File: src/rtl/env_ctrl_pkg.sv
// Shared types and helpers for the environmental actuator controller.
// Each channel runs the same hysteresis FSM; the encoding is visible on the status ports.
package env_ctrl_pkg;

   localparam logic [1:0] ST_IDLE_ENC     = 2'd0;
   localparam logic [1:0] ST_LOW_ACT_ENC  = 2'd1;
   localparam logic [1:0] ST_HIGH_ACT_ENC = 2'd2;
   localparam logic [1:0] ST_LOCKOUT_ENC  = 2'd3;

   typedef enum logic [1:0] {
      IDLE     = ST_IDLE_ENC,
      LOW_ACT  = ST_LOW_ACT_ENC,
      HIGH_ACT = ST_HIGH_ACT_ENC,
      LOCKOUT  = ST_LOCKOUT_ENC
   } chan_state_t;

   // Band midpoint; the 32-bit sum cannot overflow for any sample width up to 31 bits.
   function automatic logic [31:0] mid_calc(input logic [31:0] lo, input logic [31:0] hi);
      logic [31:0] sum;
      sum = lo + hi;
      return sum >> 1;
   endfunction

endpackage

File: src/rtl/env_hyst_chan.sv
// One hysteresis channel: enters LOW/HIGH when a sample leaves the band, exits at the
// band midpoint only after the minimum on-time, then holds a lockout before re-arming.
module env_hyst_chan
   import env_ctrl_pkg::*;
#(
   parameter int DATA_W      = 8,
   parameter int MIN_ON_CYC  = 16,
   parameter int MIN_OFF_CYC = 8
) (
   input  logic              pclk,
   input  logic              presetn,
   input  logic              i_ctrl_en,
   input  logic              i_sample_valid,
   input  logic [DATA_W-1:0] i_val,
   input  logic [DATA_W-1:0] i_lo,
   input  logic [DATA_W-1:0] i_hi,
   output logic              o_low,
   output logic              o_high,
   output logic [1:0]        o_state,
   output logic              o_cfg_err
);

   localparam int CNT_MAX = (MIN_ON_CYC > MIN_OFF_CYC) ? MIN_ON_CYC : MIN_OFF_CYC;
   localparam int CNT_W   = $clog2(CNT_MAX + 1);
   localparam logic [CNT_W-1:0] ON_MAX   = CNT_W'(MIN_ON_CYC);
   localparam logic [CNT_W-1:0] OFF_LAST = CNT_W'(MIN_OFF_CYC - 1);
   localparam logic [CNT_W-1:0] CNT_ONE  = CNT_W'(1);

   chan_state_t      r_state;
   logic [CNT_W-1:0] r_on_cnt;
   logic [CNT_W-1:0] r_off_cnt;
   logic             r_cfg_err;

   logic        w_bad;
   logic [31:0] w_mid;
   logic        w_ge_mid;
   logic        w_le_mid;
   logic        w_on_done;

   assign w_bad     = (i_lo >= i_hi);
   assign w_mid     = mid_calc(32'(i_lo), 32'(i_hi));
   assign w_ge_mid  = (32'(i_val) >= w_mid);
   assign w_le_mid  = (32'(i_val) <= w_mid);
   assign w_on_done = (r_on_cnt == ON_MAX);

   always_ff @(posedge pclk or negedge presetn) begin
      if (!presetn) begin
         r_state   <= IDLE;
         r_on_cnt  <= '0;
         r_off_cnt <= '0;
         r_cfg_err <= 1'b0;
      end else begin
         r_cfg_err <= w_bad;
         // Bad thresholds or global disable abort immediately, bypassing on-time and lockout.
         if (w_bad || !i_ctrl_en) begin
            r_state   <= IDLE;
            r_on_cnt  <= '0;
            r_off_cnt <= '0;
         end else begin
            case (r_state)
               IDLE: begin
                  r_on_cnt  <= '0;
                  r_off_cnt <= '0;
                  if (i_sample_valid) begin
                     if (i_val < i_lo)      r_state <= LOW_ACT;
                     else if (i_val > i_hi) r_state <= HIGH_ACT;
                  end
               end
               LOW_ACT, HIGH_ACT: begin
                  if (!w_on_done) r_on_cnt <= r_on_cnt + CNT_ONE;
                  if (i_sample_valid && w_on_done &&
                      ((r_state == LOW_ACT) ? w_ge_mid : w_le_mid)) begin
                     r_state   <= LOCKOUT;
                     r_on_cnt  <= '0;
                     r_off_cnt <= '0;
                  end
               end
               LOCKOUT: begin
                  if (r_off_cnt == OFF_LAST) begin
                     r_state   <= IDLE;
                     r_off_cnt <= '0;
                  end else begin
                     r_off_cnt <= r_off_cnt + CNT_ONE;
                  end
               end
               default: r_state <= IDLE;
            endcase
         end
      end
   end

   assign o_low     = (r_state == LOW_ACT);
   assign o_high    = (r_state == HIGH_ACT);
   assign o_state   = r_state;
   assign o_cfg_err = r_cfg_err;

endmodule

File: src/rtl/env_actuator_ctrl.sv
// Temperature and humidity hysteresis control producing the four actuator enables.
// The two channels are independent; only the config-error flag is shared.
module env_actuator_ctrl
   import env_ctrl_pkg::*;
#(
   parameter int DATA_W      = 8,
   parameter int MIN_ON_CYC  = 16,
   parameter int MIN_OFF_CYC = 8
) (
   input  logic              pclk,
   input  logic              presetn,
   input  logic              ctrl_en,
   input  logic              sample_valid,
   input  logic [DATA_W-1:0] temp_val,
   input  logic [DATA_W-1:0] hum_val,
   input  logic [DATA_W-1:0] temp_lo,
   input  logic [DATA_W-1:0] temp_hi,
   input  logic [DATA_W-1:0] hum_lo,
   input  logic [DATA_W-1:0] hum_hi,
   output logic              heater_en,
   output logic              fan_en,
   output logic              humidifier_en,
   output logic              dehumidifier_en,
   output logic [1:0]        temp_state,
   output logic [1:0]        hum_state,
   output logic              cfg_err
);

   logic w_temp_err;
   logic w_hum_err;

   env_hyst_chan #(
      .DATA_W(DATA_W), .MIN_ON_CYC(MIN_ON_CYC), .MIN_OFF_CYC(MIN_OFF_CYC)
   ) u_temp (
      .pclk           (pclk),
      .presetn        (presetn),
      .i_ctrl_en      (ctrl_en),
      .i_sample_valid (sample_valid),
      .i_val          (temp_val),
      .i_lo           (temp_lo),
      .i_hi           (temp_hi),
      .o_low          (heater_en),
      .o_high         (fan_en),
      .o_state        (temp_state),
      .o_cfg_err      (w_temp_err)
   );

   env_hyst_chan #(
      .DATA_W(DATA_W), .MIN_ON_CYC(MIN_ON_CYC), .MIN_OFF_CYC(MIN_OFF_CYC)
   ) u_hum (
      .pclk           (pclk),
      .presetn        (presetn),
      .i_ctrl_en      (ctrl_en),
      .i_sample_valid (sample_valid),
      .i_val          (hum_val),
      .i_lo           (hum_lo),
      .i_hi           (hum_hi),
      .o_low          (humidifier_en),
      .o_high         (dehumidifier_en),
      .o_state        (hum_state),
      .o_cfg_err      (w_hum_err)
   );

   assign cfg_err = w_temp_err | w_hum_err;

endmodule

File: config.mk
export PLATFORM = sky130hd
export DESIGN_NAME = env_actuator_ctrl
export DESIGN_NICKNAME = d
export VERILOG_FILES = /design/src/rtl/env_ctrl_pkg.sv /design/src/rtl/env_hyst_chan.sv /design/src/rtl/env_actuator_ctrl.sv
export SDC_FILE = /design/constraint.sdc
export NUM_CORES = 1
export LEC_CHECK = 0
export BUFFER_PORTS_ARGS = -buffer_cell sky130_fd_sc_hd__buf_2
export CAP_MARGIN = 20
export CORE_ASPECT_RATIO = 0.7
export CORE_UTILIZATION = 40
export DETAILED_ROUTE_END_ITERATION = 12
export PLACE_DENSITY = 0.67
export SLEW_MARGIN = 40
export SYNTH_ARGS = -nofsm -noshare
export SYNTH_HDL_FRONTEND = slang
export SYNTH_HIERARCHICAL = 1
export SYNTH_SLANG_ARGS = --single-unit
File: constraint.sdc
create_clock -name pclk -period 3.9 [get_ports pclk]
set_clock_uncertainty 0.15 [all_clocks]
set_input_delay 1.17 -clock pclk [delete_from_list [all_inputs] [get_ports pclk]]
set_output_delay 1.17 -clock pclk [all_outputs]
set_load 0.03 [all_outputs]
Word-level counts from Yosys, hierarchy flattened --
Cells that the tools add are included.
Operators by class: $add $sub $neg 6, multiply operators 0, divide/modulo/power cells 0, order comparisons 10, eq/ne operators 20, shift operators 0, muxes and demuxes 32, bitwise logic cells 1, reduce and logical (&&, ||, !) cells 17
Operators with widths (number):
- $ge 8x31->1 | 2
- $le 8x31->1 | 2
- $mux 5 | 12
- $pmux 5 s3 | 2
- $mux 2 | 12
- $add 5x1->5 const B | 4
- $pmux 5 s2 | 2
- $add 8x8->9 | 2
- $ge 8x8->1 | 2
- $gt 8x8->1 | 2
- $lt 8x8->1 | 2
- $ne 3x1->1 const B | 4
- $pmux 2 s3 | 2
- $eq 5x3->1 const B | 2
- $eq 5x5->1 const B | 2
- $eq 2x2->1 const B | 4
- $ne 4x1->1 const B | 2
- $ne 4x4->1 const B | 2
- $reduce_and 4->1 | 2
- $ne 3x2->1 const B | 2
- $reduce_bool 3->1 | 2
- $eq 2x1->1 const B | 2
- $logic_and 1x1->1 | 4
- $logic_not 2->1 | 2
- other kinds (6) | 10
Word-level totals: bits in registers 26, latch bits 0, bits in writable memories 0, memory bits (read-only) 0, bits of input ports 52, output and inout bits 9, memories 0

Longest topological paths before layout --
Gate-level depths: netlist (run 1).
word-level depth 7, depth in mapped cells 18

Modules after synthesis --
Netlist (run 1), hierarchy kept.
By module, submodules not included:
- env_hyst_chan at u_hum | instances 1, cells an instance 221, area an instance 1900.6 um2, sequential area each 325.3 um2
- env_hyst_chan at u_temp | instances 1, cells an instance 227, area an instance 1899.3 um2, sequential area each 325.3 um2
- env_actuator_ctrl | instances 1, cells an instance 1, area an instance 6.3 um2, sequential area each 0.0 um2

Worst setup path before layout (run 1) --
No wires, ideal clock.
kind in2reg, from input port temp_hi[1], to register u_temp.r_state[0] (netlist: u_temp/o_state[0]), arrival time 3977 ps, data required time 3671 ps, slack -307 ps, cell stages on the path 17, buffers on the path 0, cells stage by stage inv_1 > ha_1 > nand2b_1 > a21oi_1 > o21ai_0 > a21oi_1 > nor2_1 > o31ai_1 > xnor2_1 > ha_1 > o21ai_0 > o21bai_1 > nor3b_1 > a211o_2 > o211ai_4 > a221oi_2 > mux2i_1
On the way: word-level cells in the longest chain between the ends 6
Ends and longest elaborated chain:
- start: declaration | RTL line env_actuator_ctrl.sv:17 | input logic [DATA_W-1:0] temp_hi,
- $add 8x8->9 | RTL line env_ctrl_pkg.sv:20 | sum = lo + hi;
- $le 8x31->1 / $ge 8x31->1 (equally long branches) | RTL line env_hyst_chan.sv:43, env_hyst_chan.sv:42
- $mux 1 | RTL line env_hyst_chan.sv:72 | ((r_state == LOW_ACT) ? w_ge_mid : w_le_mid)) begin
- $logic_and 1x1->1 | RTL line env_hyst_chan.sv:71 | if (i_sample_valid && w_on_done &&
- $ne 3x1->1 (no line)
- $reduce_and 4->1 (no line)
- end signal: assignment | RTL line env_hyst_chan.sv:73 | r_state <= LOCKOUT;
- end signal: assignment | RTL line env_hyst_chan.sv:80 | r_state <= IDLE;
- end signal: assignment | RTL line env_hyst_chan.sv:86 | default: r_state <= IDLE;
- end: declaration | RTL line env_hyst_chan.sv:29 | chan_state_t r_state;
Parallel ways exist; a longest one is shown, timed or not. A chain may end at the register's enable or synchronous reset.

Worst setup path after layout (run 1) --
from input port temp_lo[0], to register u_temp.r_off_cnt[4]
On the way: word-level cells in the longest chain between the ends 5
Ends and longest elaborated chain:
- start: declaration | RTL line env_actuator_ctrl.sv:16 | input logic [DATA_W-1:0] temp_lo,
- $add 8x8->9 | RTL line env_ctrl_pkg.sv:20
- $le 8x31->1 / $ge 8x31->1 (equally long branches) | RTL line env_hyst_chan.sv:43, env_hyst_chan.sv:42
- $mux 1 | RTL line env_hyst_chan.sv:72
- $logic_and 1x1->1 | RTL line env_hyst_chan.sv:71
- $ne 3x1->1 (no line)
- end signal: assignment | RTL line env_hyst_chan.sv:83 | r_off_cnt <= r_off_cnt + CNT_ONE;
- end: declaration | RTL line env_hyst_chan.sv:31 | logic [CNT_W-1:0] r_off_cnt;
Parallel ways exist; a longest one is shown, timed or not.

==> tab_implementation.tex, run 1 <==
\begin{tabular}{lr}
\hline
Metric & Value \\
\hline
\multicolumn{2}{l}{\textbf{Run status}} \\
\quad Result of the run & finished, violations left \\
\quad Failing checks & setup timing \\
\multicolumn{2}{l}{\textbf{Placed design}} \\
\quad Port Buffer Count & 60 \\
\quad DP Worst Slack & -0.581 ns \\
\quad Routability Congestion & 0.830 \\
\quad Area after DPL & 4760 sq um \\
\quad HPWL after detailed placement & just over 8000 um \\
\quad Dpl cells & 676 \\
\multicolumn{2}{l}{\textbf{Timing}} \\
\quad Worst slew slack as a fraction of its limit & 57.2\% \\
\quad Worst hold margin & a little under 0.4 ns \\
\quad Max-slew violation total from the final report & 0 \\
\quad Share of the clock period used by the worst path & 108\% \\
\quad Setup TNS & -4.25 ns \\
\quad Min setup slack post-route & -0.312 ns \\
\quad Worst slew pin tran & between 0.6 and 0.7 ns \\
\quad Setup repair after global routing missed its margin & yes \\
\quad \# setup viols final & 23 \\
\quad Fmax achieved & 237 MHz \\
\quad Min Tclk post-route & 4.21 ns \\
\quad Number of hold violations in the final report & 0 \\
\multicolumn{2}{l}{\textbf{CTS}} \\
\quad Max clock buf depth & 2 \\
\quad CTS H-tree depth & 1 \\
\quad Buffer type at the clock tree root & clkbuf\_16 \\
\quad TritonCTS clock tree & yes \\
\quad Clock Sink Count & 26 \\
\quad Number of CTS-inserted buffers & 3 \\
\quad Clock-pin slew on the worst setup and hold paths & 0.07 ns \\
\quad Clock Latency Late Sink & 0.26 ns \\
\multicolumn{2}{l}{\textbf{Die}} \\
\quad Vertical extent of the die & 83.6 um \\
\quad Number of placement rows & 29 \\
\quad Boundary Pins & slightly above 60 \\
\quad Starting density of the core & 41.6\% \\
\quad Die Width & 119 um \\
\quad Core area & 9140 sq um \\
\quad Area of the die & 9920 sq um \\
\multicolumn{2}{l}{\textbf{Detailed routing}} \\
\quad WL per Instance & 14.6 um \\
\quad Vias & roughly 3700 \\
\quad DR WL met3 & 408 um \\
\quad Routed met1 length & 5330 um \\
\quad Total iterations of the first detailed-routing run & 4 \\
\quad Detailed-route wire length & just over 10000 um \\
\quad Avg Vias per Cell & about 5.4 \\
\quad Highest Signal Layer & met4 \\
\quad Antenna viol nets, final & 0 \\
\quad Sum of met2 wire segment lengths after detailed routing & 4320 um \\
\quad Initial DRC Count & 188 \\
\quad Count of unresolved DRC violations after routing & 0 \\
\multicolumn{2}{l}{\textbf{Cells and area}} \\
\quad Fraction of final layout cells sized beyond drive strength 1 & 33.6\% \\
\quad Fin nets & 720 \\
\quad Post-route non-filler standard cell count & a little under 700 \\
\quad Fill cell count & $\sim$830 \\
\quad Final design instance area without fill & approximately 5200 sq um \\
\quad Area used by multi-input combinational logic & approximately 3200 sq um \\
\quad Final antenna diode count & 0 \\
\quad Fraction of the core area covered by cells at the end of the flow & 56.6\% \\
\quad Area taken by flip-flops and latches & 651 sq um \\
\quad Area growth syn-to-layout & 36.0\% \\
\multicolumn{2}{l}{\textbf{Worst setup path}} \\
\quad R2R setup slack & between 1.5 and 2 ns \\
\quad Worst Path Arrival & 4.21 ns \\
\quad Maximum fanout encountered on the critical timing path & 5 \\
\quad Required @ worst endpoint & 3.90 ns \\
\quad R2r worst-path depth & 9 \\
\quad Crit Path Category & in -> reg \\
\quad Startpoint class of the critical path & input pin \\
\quad Capture point of the worst reg-to-reg path & u\_hum/o\_state[0] \\
\quad RR Startpoint & u\_hum/r\_on\_cnt[0] \\
\quad Crit path capture type & flop \\
\multicolumn{2}{l}{\textbf{Power}} \\
\quad Portion of total power attributed to the clock network & 22.4\% \\
\quad Maximum resistive drop on vdd & between 0.1 and 0.15 mV \\
\quad P\_int & 819 uW \\
\quad Switching power as a share of total power & 38.9\% \\
\quad Static Leakage & 2.51 nW \\
\quad Comb power frac & 55.6\% \\
\quad Overall Power & between 1 and 1.5 mW \\
\quad Power density over the cells & 259 nW/um\^{}2 \\
\quad Switching pwr & 522 uW \\
\quad Flop pwr share & 22.1\% \\
\multicolumn{2}{l}{\textbf{Logic synthesis}} \\
\quad Area share of the leading cell type in the synthesized netlist & a little under a third \\
\quad Biggest area consumer among synthesized cells & ha\_1 \\
\quad Async set-or-reset flop fraction in the synthesized netlist & 100\% \\
\quad Distinct cell type count of the synthesized netlist & 68 \\
\quad Register area share after synthesis & between 10\% and 20\% \\
\quad Cells after Synth & roughly 450 \\
\quad Synthesized area per cell & around 8.5 sq um \\
\quad Flops \& latches, synth & 26 \\
\quad Leading post-synthesis cells by cell area & ha\_1 31\%, dfrtp\_1 17\%, inv\_1 6.5\% \\
\quad Net count of the mapped netlist & a little under 600 \\
\quad Post-synthesis cell area & 3810 sq um \\
\quad Number of enable-type register cells in the synthesized netlist & 0 \\
\quad Synthesis Warnings & 6 \\
\quad Synth Flop Type & dfrtp\_1 \\
\multicolumn{2}{l}{\textbf{Min path}} \\
\quad Cell count of the worst hold path & 1 \\
\quad Beginning of the worst hold path & u\_temp/r\_on\_cnt[0] \\
\quad Classification of the worst-slack hold path & reg -> reg \\
\quad Sink of the worst hold path & u\_temp/r\_on\_cnt[0] \\
\multicolumn{2}{l}{\textbf{GRT}} \\
\quad Vias in the first global route & roughly 3700 \\
\quad Congestion Overflow GR & 0 \\
\quad Initial antenna violation count & 0 \\
\quad Wire length of the first global-routing pass & between 15000 and 20000 um \\
\quad Largest net degree at the start of global routing & 27 \\
\quad Total Routing Usage GR & 21.1\% \\
\multicolumn{2}{l}{\textbf{Run}} \\
\quad Maximum Capacitance Violations & 0 \\
\hline
\end{tabular}
-- synthesized netlist by cell type, types with 3 or more instances --
cell       n
ha_1      94
o21a_1     4
a31oi_1    6
mux2i_1    3
nor2b_1    7
dfrtp_1   26
a211o_1    4
nand2_1   26
a21oi_1   35
o211ai_1   4
o31a_1     5
nand2b_1   4
nand3_1   19
inv_1     66
nor3_1     7
nand4_1    8
a21o_1     6
xnor2_1   12
o21ai_0   24
o21bai_1   7
nor2_1    20
-- cells by family (layout without fill, tap and decap cells) --
family | after synthesis | in the layout | share of synthesized area, %
mux | 4 | 4 | 1.08
simple gates | 112 | 112 | 15.8
fa+ha+maj | 96 | 96 | 32.0
xor+xnor | 12 | 12 | 2.76
buf+inv | 69 | 190 | 6.84
flops | 26 | 26 | 17.1
compound gates | 130 | 131 | 24.5
-- how the worst max path moves through the flow --
stage	start	end	slack, ns	cells past startpoint
floorplan	temp_lo[0]	u_temp/r_off_cnt[3]	-0.18	18
global placement	hum_lo[0]	u_hum/r_off_cnt[0]	-0.52	16
detailed placement	temp_hi[1]	u_temp/r_off_cnt[4]	-0.58	17
CTS	temp_lo[0]	u_temp/r_off_cnt[4]	-0.18	19
global route	temp_lo[0]	u_temp/r_on_cnt[1]	-0.47	18
finish	temp_lo[0]	u_temp/r_off_cnt[4]	-0.31	18
-- worst max-delay path: stages --
cell and delay, ns:
buf_8 0.08, ha_4 0.13, inv_2 0.04, fa_2 0.33
o21bai_1 0.20, a21oi_2 0.09, o21bai_1 0.12, a21o_1 0.17
a21oi_2 0.06, nor2_1 0.12, nor2_1 0.06, ha_1 0.30
nand4_1 0.15, nor3b_2 0.20, a211o_2 0.36, o211ai_4 0.28
a21oi_2 0.12, a32o_1 0.23
-- power by group through the flow --
stage / Sequential [mW] / Clock, mW / Combinational, mW
global route: 0.297 / 0.316 / 0.818
detailed placement: 0.300 / 0 / 0.651
CTS: 0.295 / 0.304 / 0.705
floorplan: 0.309 / 0 / 0.429
global placement: 0.300 / 0 / 0.630
finish: 0.296 / 0.300 / 0.745
-- layout by cell type, fill, tap and decap left out, types with 4 or more instances in the layout --
master	netlist	final
dfrtp_1	26	26
nor2_1	20	19
o21bai_1	7	4
inv_1	66	59
o211ai_1	4	4
a31oi_1	6	5
nand3_1	19	19
o21ai_1	1	6
ha_1	94	88
o21ai_2	0	4
buf_2	1	53
inv_2	0	5
o21ai_0	24	14
buf_6	0	4
xnor2_1	12	12
nor3_1	7	7
buf_4	0	61
a21oi_1	35	27
nand4_1	8	8
a21oi_2	1	9
a21o_1	6	6
ha_4	0	6
a211o_1	4	4
o31a_1	5	5
nand2_1	26	25
o21a_1	4	4
nor2b_1	7	7
-- registers in the layout (all words and copies together), names as in the netlist --
register and count:
u_hum/r_off_cnt 5, u_hum/r_on_cnt 5, u_temp/r_off_cnt 5, u_temp/r_on_cnt 5, u_hum/o_state 2, u_temp/o_state 2, u_hum/o_cfg_err 1, u_temp/o_cfg_err 1
-- area by class of cell --
class,instances,share of cell area (%)
clock buffer,3,1.45
timing repair buffer,120,15.4
clock inverter,1,0.580
multi-input combinational,355,61.9
sequential,26,12.6
inverter,66,5.03
tap,124,3.00
-- what timing repair did --
item / 4_1_cts / 5_1_grt
setup endpoints to repair: 23 / 23
hold buffers: 0 / 0
pin swaps: 34 / 19
gates resized for setup: 29 / 18
cloned: 1 / 0
buffers inserted: 10 / 4
-- per-layer routing --
layer	up-vias	GRT usage, %
met5	-	0
met3	6	2.05
met4	0	3.80
met1	1763	31.6
met2	83	32.7
li1	1867	-
Power figures use the tool's default switching activity.
==> run 2: changes to the inputs <==
--- a/config.mk
+++ b/config.mk
@@ -5,12 +5,12 @@
 export SDC_FILE = /design/constraint.sdc
 export NUM_CORES = 1
 export LEC_CHECK = 0
-export BUFFER_PORTS_ARGS = -buffer_cell sky130_fd_sc_hd__buf_2
 export CAP_MARGIN = 20
 export CORE_ASPECT_RATIO = 0.7
 export CORE_UTILIZATION = 40
 export DETAILED_ROUTE_END_ITERATION = 12
-export PLACE_DENSITY = 0.67
+export DONT_BUFFER_PORTS = 1
+export PLACE_DENSITY = 0.61
 export SLEW_MARGIN = 40
 export SYNTH_ARGS = -nofsm -noshare
 export SYNTH_HDL_FRONTEND = slang
==> run 2 against run 1 <==
Net effect: the run still ends with setup timing left; sequential share of layout area is 1.5 points higher; critical path type unchanged; fmax grew 3.0%; via count fell by 9.4%; combinational power down 16%; clock power increased by 2%; highest routed layer unchanged; critical path depth is 1 higher; first-iteration DRC count increased by 9.6%; total power fell by 7.6%; critical endpoint is now u_temp/r_off_cnt[2]; largest cell class unchanged.
==> tab_implementation.tex, run 2 (synthesized netlist as in run 1, its figures left out) <==
\begin{tabular}{lr}
\hline
Metric & Value \\
\hline
\multicolumn{2}{l}{\textbf{Timing}} \\
\quad Max-slew violation total from the final report & 0 (unchanged) \\
\quad Fmax achieved & 245 MHz (+3.0\%) \\
\quad \# setup viols final & 15 (-35\%) \\
\quad Min setup slack post-route & -0.187 ns (+0.124 ns) \\
\quad Min Tclk post-route & 4.09 ns (-0.124 ns) \\
\quad Setup repair after global routing missed its margin & yes \\
\quad Setup TNS & -1.49 ns (+2.75 ns) \\
\quad Worst slew slack as a fraction of its limit & 52.7\% (-4.6 points) \\
\quad Share of the clock period used by the worst path & 105\% (-3.2 points) \\
\quad Worst slew pin tran & 0.705 ns (+0.0682 ns) \\
\quad Number of hold violations in the final report & 0 (unchanged) \\
\multicolumn{2}{l}{\textbf{Detailed routing}} \\
\quad Initial DRC Count & 206 (+9.6\%) \\
\quad Sum of met2 wire segment lengths after detailed routing & 4060 um (-5.9\%) \\
\quad Routed met1 length & 5230 um (-1.8\%) \\
\quad Count of unresolved DRC violations after routing & 0 (unchanged) \\
\quad Detailed-route wire length & 9900 um (-2.2\%) \\
\quad DR WL met3 & 571 um (+40\%) \\
\quad Total iterations of the first detailed-routing run & 5 (+1) \\
\quad Antenna viol nets, final & 0 (unchanged) \\
\quad WL per Instance & 16.2 um (+11\%) \\
\quad Vias & 3368 (-9.4\%) \\
\quad Avg Vias per Cell & 5.52 (+3.2\%) \\
\quad Highest Signal Layer & met4 \\
\multicolumn{2}{l}{\textbf{CTS}} \\
\quad Clock Sink Count & 26 (unchanged) \\
\quad Clock-pin slew on the worst setup and hold paths & 0.07 ns (about the same) \\
\quad CTS H-tree depth & 1 (unchanged) \\
\quad Max clock buf depth & 2 (unchanged) \\
\quad Number of buffers added to fix hold violations after cts & 0 (unchanged) \\
\quad Number of CTS-inserted buffers & 3 (unchanged) \\
\quad Buffer type at the clock tree root & clkbuf\_16 \\
\quad TritonCTS clock tree & yes \\
\quad Clock Latency Late Sink & 0.27 ns (about the same) \\
\multicolumn{2}{l}{\textbf{Cells and area}} \\
\quad Area growth syn-to-layout & 21.5\% \\
\quad Fill cell count & 867 (+4.2\%) \\
\quad Fin nets & 635 (-12\%) \\
\quad Final antenna diode count & 0 (unchanged) \\
\quad Fraction of final layout cells sized beyond drive strength 1 & 20.2\% (-13 points) \\
\quad Area taken by flip-flops and latches & 651 sq um (unchanged) \\
\quad Commonest cells after routing, fill and taps aside & 88 x ha\_1, 61 x inv\_1, 33 x buf\_4, 28 x a21oi\_1, 26 x dfrtp\_1 \\
\quad Most common cell after layout, fill and taps aside & ha\_1 \\
\quad Area used by multi-input combinational logic & 3180 sq um (-0.70\%) \\
\multicolumn{2}{l}{\textbf{GRT}} \\
\quad Largest net degree at the start of global routing & 27 (unchanged) \\
\quad Wire length of the first global-routing pass & 16300 um (-4.8\%) \\
\quad Initial antenna violation count & 0 (unchanged) \\
\quad Congestion Overflow GR & 0 (unchanged) \\
\quad Vias in the first global route & 3365 (-8.8\%) \\
\quad Total Routing Usage GR & 20.2\% (-0.94 points) \\
\multicolumn{2}{l}{\textbf{Placed design}} \\
\quad Routability Congestion & 0.828 (-0.24\%) \\
\quad DP Worst Slack & -0.468 ns (+0.114 ns) \\
\quad HPWL after detailed placement & 7970 um (-2.0\%) \\
\quad Port Buffer Count & 0 (-100\%) \\
\multicolumn{2}{l}{\textbf{Die}} \\
\quad Area of the die & 9920 sq um (unchanged) \\
\quad Starting density of the core & 41.6\% (unchanged) \\
\quad Number of placement rows & 29 (unchanged) \\
\quad Vertical extent of the die & 83.6 um (unchanged) \\
\quad Die Width & 119 um (unchanged) \\
\quad Boundary Pins & 61 (unchanged) \\
\quad Core area & 9140 sq um (unchanged) \\
\multicolumn{2}{l}{\textbf{Worst setup path}} \\
\quad Worst Path Arrival & 4.13 ns (-0.08 ns) \\
\quad R2R setup slack & 1.15 ns (-0.37 ns) \\
\quad Delay of the slowest cell on the worst path & 0.33 ns (-0.03 ns) \\
\quad Startpoint class of the critical path & input pin \\
\quad Maximum fanout encountered on the critical timing path & 3 (-2) \\
\quad Crit Path Category & in -> reg \\
\quad Required @ worst endpoint & 3.94 ns (+0.04 ns) \\
\quad Ordered list of cells on the worst path & ha\_4 -> inv\_2 -> fa\_2 -> o21bai\_1 -> a21oi\_2 -> o21bai\_1 -> a21o\_1 -> a21oi\_1 -> nor2\_1 -> nor2\_1 -> ha\_1 -> nand4\_1 -> nor3b\_1 -> a211o\_2 -> buf\_4 -> o211ai\_4 -> buf\_4 -> a2bb2oi\_1 -> o2bb2ai\_1 \\
\quad Critical-path cell with the highest stage delay & fa\_2 \\
\quad Crit path capture type & flop \\
\multicolumn{2}{l}{\textbf{Run status}} \\
\quad Result of the run & finished, violations left \\
\quad Failing checks & setup timing \\
\multicolumn{2}{l}{\textbf{Power}} \\
\quad Static Leakage & 2.12 nW (-16\%) \\
\quad Maximum resistive drop on vdd & 0.169 mV (+23\%) \\
\quad Power density over the cells & 268 nW/um\^{}2 (+3.4\%) \\
\multicolumn{2}{l}{\textbf{Min path}} \\
\quad Classification of the worst-slack hold path & reg -> reg \\
\multicolumn{2}{l}{\textbf{Run}} \\
\quad Maximum Capacitance Violations & 0 (unchanged) \\
\hline
\end{tabular}
## run 2: report_power, final
group	total, mW	switching [mW]	internal [mW]	leakage (nW)
Combinational	0.624	0.350	0.274	1.71
Sequential	0.309	0.0281	0.281	0.358
Clock	0.307	0.102	0.205	0.0511
Total	1.24	0.480	0.759	2.12
## run 2: per-layer routing
metal  GRT usage, %  vias to the layer above
met5              0                        -
met4           2.65                        0
met3           3.14                        2
met2           29.0                       90
met1           31.6                     1571
li1               -                     1705
## run 2: path summary, 6_finish.rpt
path                       depth (start not counted)                from                  end
max                                               19          temp_lo[0]  u_temp/r_off_cnt[2]
min                                                1  u_temp/r_on_cnt[0]   u_temp/r_on_cnt[0]
max reg2reg                                        8   u_temp/o_state[1]    u_temp/o_state[0]
min reg2reg                                        1  u_temp/r_on_cnt[0]   u_temp/r_on_cnt[0]
max in group asynchronous                          0             presetn   u_temp/r_on_cnt[4]
min in group asynchronous                          0             presetn  u_temp/r_off_cnt[0]
## run 2: critical path: cells and delay by family
kind	cells	cell delay (ns)
buffers and inverters	3	0.34
AND/OR/NAND/NOR	4	0.48
adder cells (fa/ha/maj)	3	0.76
AO/OA/AOI/OAI	9	1.35
## run 2: cell type report
type | instances | area share [%]
flip-flops and latches | 26 | 14.1
clock inverters | 1 | 0.649
repair buffers | 35 | 5.84
multi-input cells | 355 | 68.8
inverters | 66 | 5.63
clock buffers | 3 | 1.62
well taps | 124 | 3.35
## run 2: metrics by stage
stage | util (%) | cell area (sq um) | cells | hold WS [ns] | total power [mW]
after floorplan | - | 3970 | 449 | 0.332 | 0.738
after global placement | 47.1 | 4300 | 595 | 0.361 | 0.856
after detailed placement | 47.1 | 4300 | 595 | 0.366 | 0.870
after CTS | 49.4 | 4510 | 606 | 0.373 | 1.21
after global routing | 50.6 | 4620 | 610 | 0.392 | 1.32
final | 50.6 | 4620 | 610 | 0.378 | 1.24
## run 2: what timing repair did
item,CTS,global route
resized for setup,11,13
setup endpoints to repair,17,23
pin swaps,13,17
buffers inserted,6,4
gates cloned,1,0
